==> src/rtl/serial_subtractor.sv <==
// serial_subtractor
//   Multi-cycle unsigned subtractor: c = a - b (mod 2^WIDTH) with borrow-out,
//   processed CHUNK bits per clock, least significant chunk first. One
//   operation is in flight at a time.
//
//   Optional build macro: SERIAL_SUBTRACTOR_SATURATE_EN
//     defined   -> when the final borrow is 1, c is forced to 0 (saturating
//                  unsigned subtract); borrow still reports 1.
//     undefined -> c is the wrapped modulo result.
//   Latency and handshake are identical in both builds.
//
// Handshake (both sides): a transfer happens on a rising aclk edge where
//   valid and ready are both high. The input source holds a/b stable until it
//   sees in_ready; c/borrow are stable while out_valid is high and out_ready
//   is low. in_ready and out_valid are pure functions of the FSM state.
//
// Ports:
//   aclk       clock
//   arstn      asynchronous active-low reset
//   srst       synchronous active-high reset (same effect as arstn)
//   in_valid   operands a/b valid
//   in_ready   block idle and able to accept operands
//   a, b       minuend / subtrahend (WIDTH bits)
//   out_valid  result valid
//   out_ready  downstream accepts the result
//   c          difference (WIDTH bits), held until the next result
//   borrow     1 when a < b (unsigned)
//   dbg_state  FSM state for observation (IDLE=0, RUN=1, DONE=2)

module serial_subtractor #(
  parameter int WIDTH = 32,
  parameter int CHUNK = 8
) (
  input  logic             aclk,
  input  logic             arstn,
  input  logic             srst,
  input  logic             in_valid,
  output logic             in_ready,
  input  logic [WIDTH-1:0] a,
  input  logic [WIDTH-1:0] b,
  output logic             out_valid,
  input  logic             out_ready,
  output logic [WIDTH-1:0] c,
  output logic             borrow,
  output logic [1:0]       dbg_state
);

  localparam int NCHUNK = WIDTH / CHUNK;
  localparam int CNT_W  = (NCHUNK > 1) ? $clog2(NCHUNK) : 1;

  typedef enum logic [1:0] {
    S_IDLE = 2'd0,
    S_RUN  = 2'd1,
    S_DONE = 2'd2
  } state_t;

  state_t             state_q, state_d;
  logic [WIDTH-1:0]   a_q, a_d;
  logic [WIDTH-1:0]   b_q, b_d;
  logic [WIDTH-1:0]   res_q, res_d;
  logic [WIDTH-1:0]   c_q, c_d;
  logic               bin_q, bin_d;
  logic               borrow_q, borrow_d;
  logic [CNT_W-1:0]   cnt_q, cnt_d;

  // One chunk of the subtraction at CHUNK+1 bits; the top bit is the
  // borrow out of this chunk.
  logic [CHUNK:0]     chunk_diff;
  logic [WIDTH-1:0]   res_shift;

  assign chunk_diff = {1'b0, a_q[CHUNK-1:0]} - {1'b0, b_q[CHUNK-1:0]}
                    - {{CHUNK{1'b0}}, bin_q};

  // The result register fills from the MSB side, so after NCHUNK shifts the
  // first (least significant) chunk has arrived at bit 0.
  generate
    if (NCHUNK == 1) begin : g_single
      assign res_shift = chunk_diff[CHUNK-1:0];
    end else begin : g_multi
      assign res_shift = {chunk_diff[CHUNK-1:0], res_q[WIDTH-1:CHUNK]};
    end
  endgenerate

  always_comb begin
    state_d   = state_q;
    a_d       = a_q;
    b_d       = b_q;
    res_d     = res_q;
    c_d       = c_q;
    bin_d     = bin_q;
    borrow_d  = borrow_q;
    cnt_d     = cnt_q;
    in_ready  = 1'b0;
    out_valid = 1'b0;

    case (state_q)
      S_IDLE: begin
        in_ready = 1'b1;
        if (in_valid) begin
          a_d     = a;
          b_d     = b;
          bin_d   = 1'b0;
          cnt_d   = '0;
          state_d = S_RUN;
        end
      end

      S_RUN: begin
        a_d   = a_q >> CHUNK;
        b_d   = b_q >> CHUNK;
        res_d = res_shift;
        bin_d = chunk_diff[CHUNK];
        cnt_d = cnt_q + CNT_W'(1);
        if (cnt_q == CNT_W'(NCHUNK - 1)) begin
          state_d  = S_DONE;
          borrow_d = chunk_diff[CHUNK];
          // c is a separate output register so it only changes when a new
          // result completes, never during a calculation.
`ifdef SERIAL_SUBTRACTOR_SATURATE_EN
          c_d = chunk_diff[CHUNK] ? '0 : res_shift;
`else
          c_d = res_shift;
`endif
        end
      end

      S_DONE: begin
        out_valid = 1'b1;
        if (out_ready) begin
          state_d = S_IDLE;
        end
      end

      default: begin
        state_d = S_IDLE;
      end
    endcase
  end

  always_ff @(posedge aclk or negedge arstn) begin
    if (!arstn) begin
      state_q  <= S_IDLE;
      a_q      <= '0;
      b_q      <= '0;
      res_q    <= '0;
      c_q      <= '0;
      bin_q    <= 1'b0;
      borrow_q <= 1'b0;
      cnt_q    <= '0;
    end else if (srst) begin
      state_q  <= S_IDLE;
      a_q      <= '0;
      b_q      <= '0;
      res_q    <= '0;
      c_q      <= '0;
      bin_q    <= 1'b0;
      borrow_q <= 1'b0;
      cnt_q    <= '0;
    end else begin
      state_q  <= state_d;
      a_q      <= a_d;
      b_q      <= b_d;
      res_q    <= res_d;
      c_q      <= c_d;
      bin_q    <= bin_d;
      borrow_q <= borrow_d;
      cnt_q    <= cnt_d;
    end
  end

  assign c         = c_q;
  assign borrow    = borrow_q;
  assign dbg_state = state_q;

endmodule

==> config.mk <==
export PLATFORM = sky130hd
export DESIGN_NAME = serial_subtractor
export DESIGN_NICKNAME = d
export VERILOG_FILES = /design/src/rtl/serial_subtractor.sv
export SDC_FILE = /design/constraint.sdc
export NUM_CORES = 1
export LEC_CHECK = 0
export BUFFER_PORTS_ARGS = -buffer_cell sky130_fd_sc_hd__clkbuf_2
export CORE_MARGIN = 5
export CORE_UTILIZATION = 35
export CTS_CLUSTER_DIAMETER = 40
export DETAILED_ROUTE_END_ITERATION = 10
export HOLD_SLACK_MARGIN = 0.1
export PLACE_DENSITY_LB_ADDON = 0.25
export SYNTH_ARGS = -nofsm -noshare
export SYNTH_HDL_FRONTEND = slang
export SYNTH_SLANG_ARGS = --single-unit
==> constraint.sdc <==
create_clock -name aclk -period 2.25 [get_ports aclk]
set_input_delay 0.1125 -clock aclk [delete_from_list [all_inputs] [get_ports aclk]]
set_output_delay 0.1125 -clock aclk [all_outputs]
set_load 0.01 [all_outputs]
==> results.json <==
{
  "rows": 45,
  "async_flop_share_pct": 100,
  "end_kind": "register",
  "setup_viol": 0,
  "routed_wl_um": 13600,
  "synth_common_cells": "126 x dfrtp_1, 58 x inv_1, 44 x nand2_1",
  "hold_path_class": "in -> reg",
  "dieArea_um2": 18300,
  "synth_nets": 571,
  "ir_worst_vdd_v": 0.000566,
  "post-route-drc-count": 0,
  "maxCapViolCount": 0,
  "root_buffer": "clkbuf_16",
  "initial_core_util_pct": 35.9,
  "postRouteAntennaNets": 0,
  "ys_ff_latch": 126,
  "synth_top_area_cell": "dfrtp_1",
  "synth_ff_type": "dfrtp_1",
  "dp_hpwl_um": 8850,
  "period_needed_ps": 2160,
  "post_drt_wl_per_cell_um": 15.4,
  "place_inst": 784,
  "areaGrowthSynthToFinish_pct": 38.6,
  "port_buffers": 105,
  "path_buf_inv": 1,
  "synth_top_area_share_pct": 57.5,
  "synth-seq-area-share_pct": 57.5,
  "slew_headroom_pct": 46.6,
  "status": "complete, no violations",
  "grt_antenna_before_repair": 0,
  "die_w_um": 135,
  "grt_max_degree": 85,
  "vias": 4392,
  "min_period_over_period_pct": 95.9,
  "cp.arrival_ps": 2450,
  "fillers": 1362,
  "num_io_pins": 106,
  "cts.sinks": 126,
  "yosysUniqueCellTypes": 37,
  "dr.pass1.iters": 6,
  "place_ws_ps": -55.9,
  "grt_pass1_wl_um": 22900,
  "worst_slack_ps": 92.5,
  "synth_most_common_cell": "dfrtp_1",
  "insertion_delay_ps": 410,
  "tritoncts": "built",
  "fmax_ghz": 0.464,
  "cp-start-kind": "register",
  "antenna_cells": 0,
  "fin_cells": 883,
  "syn-cell-area_um2": 5480,
  "grt_pass1_vias": 4530,
  "yosysWarnings": 0,
  "worst_pin_slew_ps": 801,
  "cp_common_cell": "fa_2",
  "place_area_um2": 6300,
  "crit_required_ps": 2540,
  "clockBufferDepth": 2,
  "track_usage_pct": 15.8,
  "finalMaxSlewViolations": 0,
  "place_congestion": 0.821,
  "critical_path_class": "reg -> reg",
  "cpMaxStageDelayCell": "fa_2",
  "dieHeight_um": 135,
  "crit_chain": "fa_2 > fa_2 > and2b_1 > buf_4 > o211ai_1 > a21oi_1 > xnor2_1 > a22o_1",
  "finalSetupTns_ps": 0,
  "drtIter0Drc": 373,
  "cts_buffers": 17,
  "path_max_fanout": 2,
  "h-tree-depth": 4,
  "path_clk_slew_ps": 50,
  "finalHoldViolations": 0,
  "grt-ovfl-total": 0,
  "p_leak_nw": 3.83,
  "rsz0062_at_grt": "true",
  "crit_family": "adder cells",
  "synth.area.top_cells": "dfrtp_1 58%, a22o_1 6.7%, a222oi_1 6.6%",
  "synth_edf_count": 0,
  "core-area_um2": 15300,
  "p_per_area_nw_per_um2": 886,
  "drive_gt1_share_pct": 25.0,
  "netlist_instances": 485,
  "cp_slowest_stage_delay_ps": 410,
  "final_cell_area_um2": 7600,
  "avgSynthCellArea_um2": 11.3,
  "avgViaCountPerCell": 4.97,
  "clock_skew_ps": 7.68,
  "final_nets": 745
}
[worst register-to-register path, delay by kind of cell (launching register included)]
kind / cells / cell delay (ps)
buffers and inverters: 1 / 110
xor gates and xnor gates: 1 / 100
and+or+nand+nor: 1 / 210
adders and majority gates: 2 / 760
DFF: 1 / 400
AOI/OAI and AO/OA: 3 / 470
[layer usage]
| layer | up-vias | part of all wire (%) | global-route usage (%) |
|---|---|---|---|
| li1 | 2088 | - | - |
| met1 | 2148 | 44 | 20.4 |
| met2 | 143 | 49 | 25.7 |
| met3 | 13 | 5.9 | 4.20 |
| met4 | 0 | 1.3 | 5.49 |
| met5 | - | 0 | 0 |
[what timing repair did]
| action | 4_1_cts | 5_1_grt |
|---|---|---|
| setup endpoints to repair | 10 | 10 |
| gates cloned | 0 | 0 |
| hold buffers | 67 | 0 |
| pin swaps | 2 | 4 |
| hold endpoints to repair | 148 | 0 |
| setup buffers | 0 | 0 |
| resized for setup | 2 | 6 |
[layout make-up]
type	instances	area [um^2]	share of cell area (%)
well taps	211	264	3.47
clock buffers	27	533	7.01
multi-input cells	267	1990	26.2
inverters	58	218	2.87
clock inverters	5	75.1	0.988
repair buffers	189	1370	18.0
flip-flops and latches	126	3150	41.5
[cells in the final DEF, fill, tap and decap left out, types with 2 or more instances in the layout]
cell and count:
bufinv_16 2, dfrtp_1 126, xor2_1 2, nor2b_1 2
nor2_1 7, nand2_1 44, a222oi_1 36, clkbuf_1 3
xnor2_1 4, clkbuf_16 17, clkbuf_2 104, mux2_2 3
clkinv_2 3, a22o_1 42, buf_4 14, o21ai_0 39
nor3_1 2, o31ai_1 2, fa_2 2, a22oi_1 12
o21ai_1 2, clkbuf_8 7, a21o_1 2, inv_1 58
nand2b_1 28, a21oi_1 4, buf_12 3, ha_1 15
nor2_4 3, dlygate4sd3_1 67
[registers in the layout, indices dropped and copies added (netlist names)]
| register | flops |
|---|---|
| c | 32 |
| a_q | 32 |
| cnt_q | 2 |
| b_q | 32 |
| res_q | 24 |
| bin_q | 1 |
| dbg_state | 2 |
| borrow | 1 |
[metrics by stage]
step | utilization (%) | hold slack (ps) | power (mW)
floorplan | - | -183 | 3.44
global placement | 41.3 | 233 | 3.89
detailed placement | 41.3 | 230 | 3.92
CTS | 49.7 | 315 | 6.78
global route | 49.8 | 338 | 7.08
finish | 49.8 | 309 | 6.73
[final timing paths]
check	start	end	slack [ps]	cells after the start
setup / recovery	a_q[0]$_DFFE_PN0P_	c[30]$_DFFE_PN0P_	90	8
hold / removal	srst	borrow$_DFFE_PN0P_	310	2
setup reg to reg	a_q[0]$_DFFE_PN0P_	c[30]$_DFFE_PN0P_	90	8
hold reg to reg	c[21]$_DFFE_PN0P_	c[21]$_DFFE_PN0P_	470	2
max in group asynchronous	arstn	c[25]$_DFFE_PN0P_	1260	3
min in group asynchronous	arstn	res_q[9]$_DFFE_PN0P_	340	2
[report_power, final]
group | total [mW] | switching [mW] | internal [mW] | leakage, nW
sequential | 2.74 | 0.194 | 2.54 | 1.69
clock | 2.74 | 0.913 | 1.83 | 0.303
combinational | 1.25 | 0.639 | 0.609 | 1.83
total | 6.73 | 1.75 | 4.99 | 3.83
[cells by family after synthesis]
family	count (synthesis)	share of synthesized area, %
compound gates	148	21.0
flops	126	57.5
buf+inv	92	6.94
simple gates	92	8.63
fa+ha+maj	17	4.15
xor+xnor	7	1.12
mux	3	0.616
Note: power is estimated with default switching activity, not from simulation.
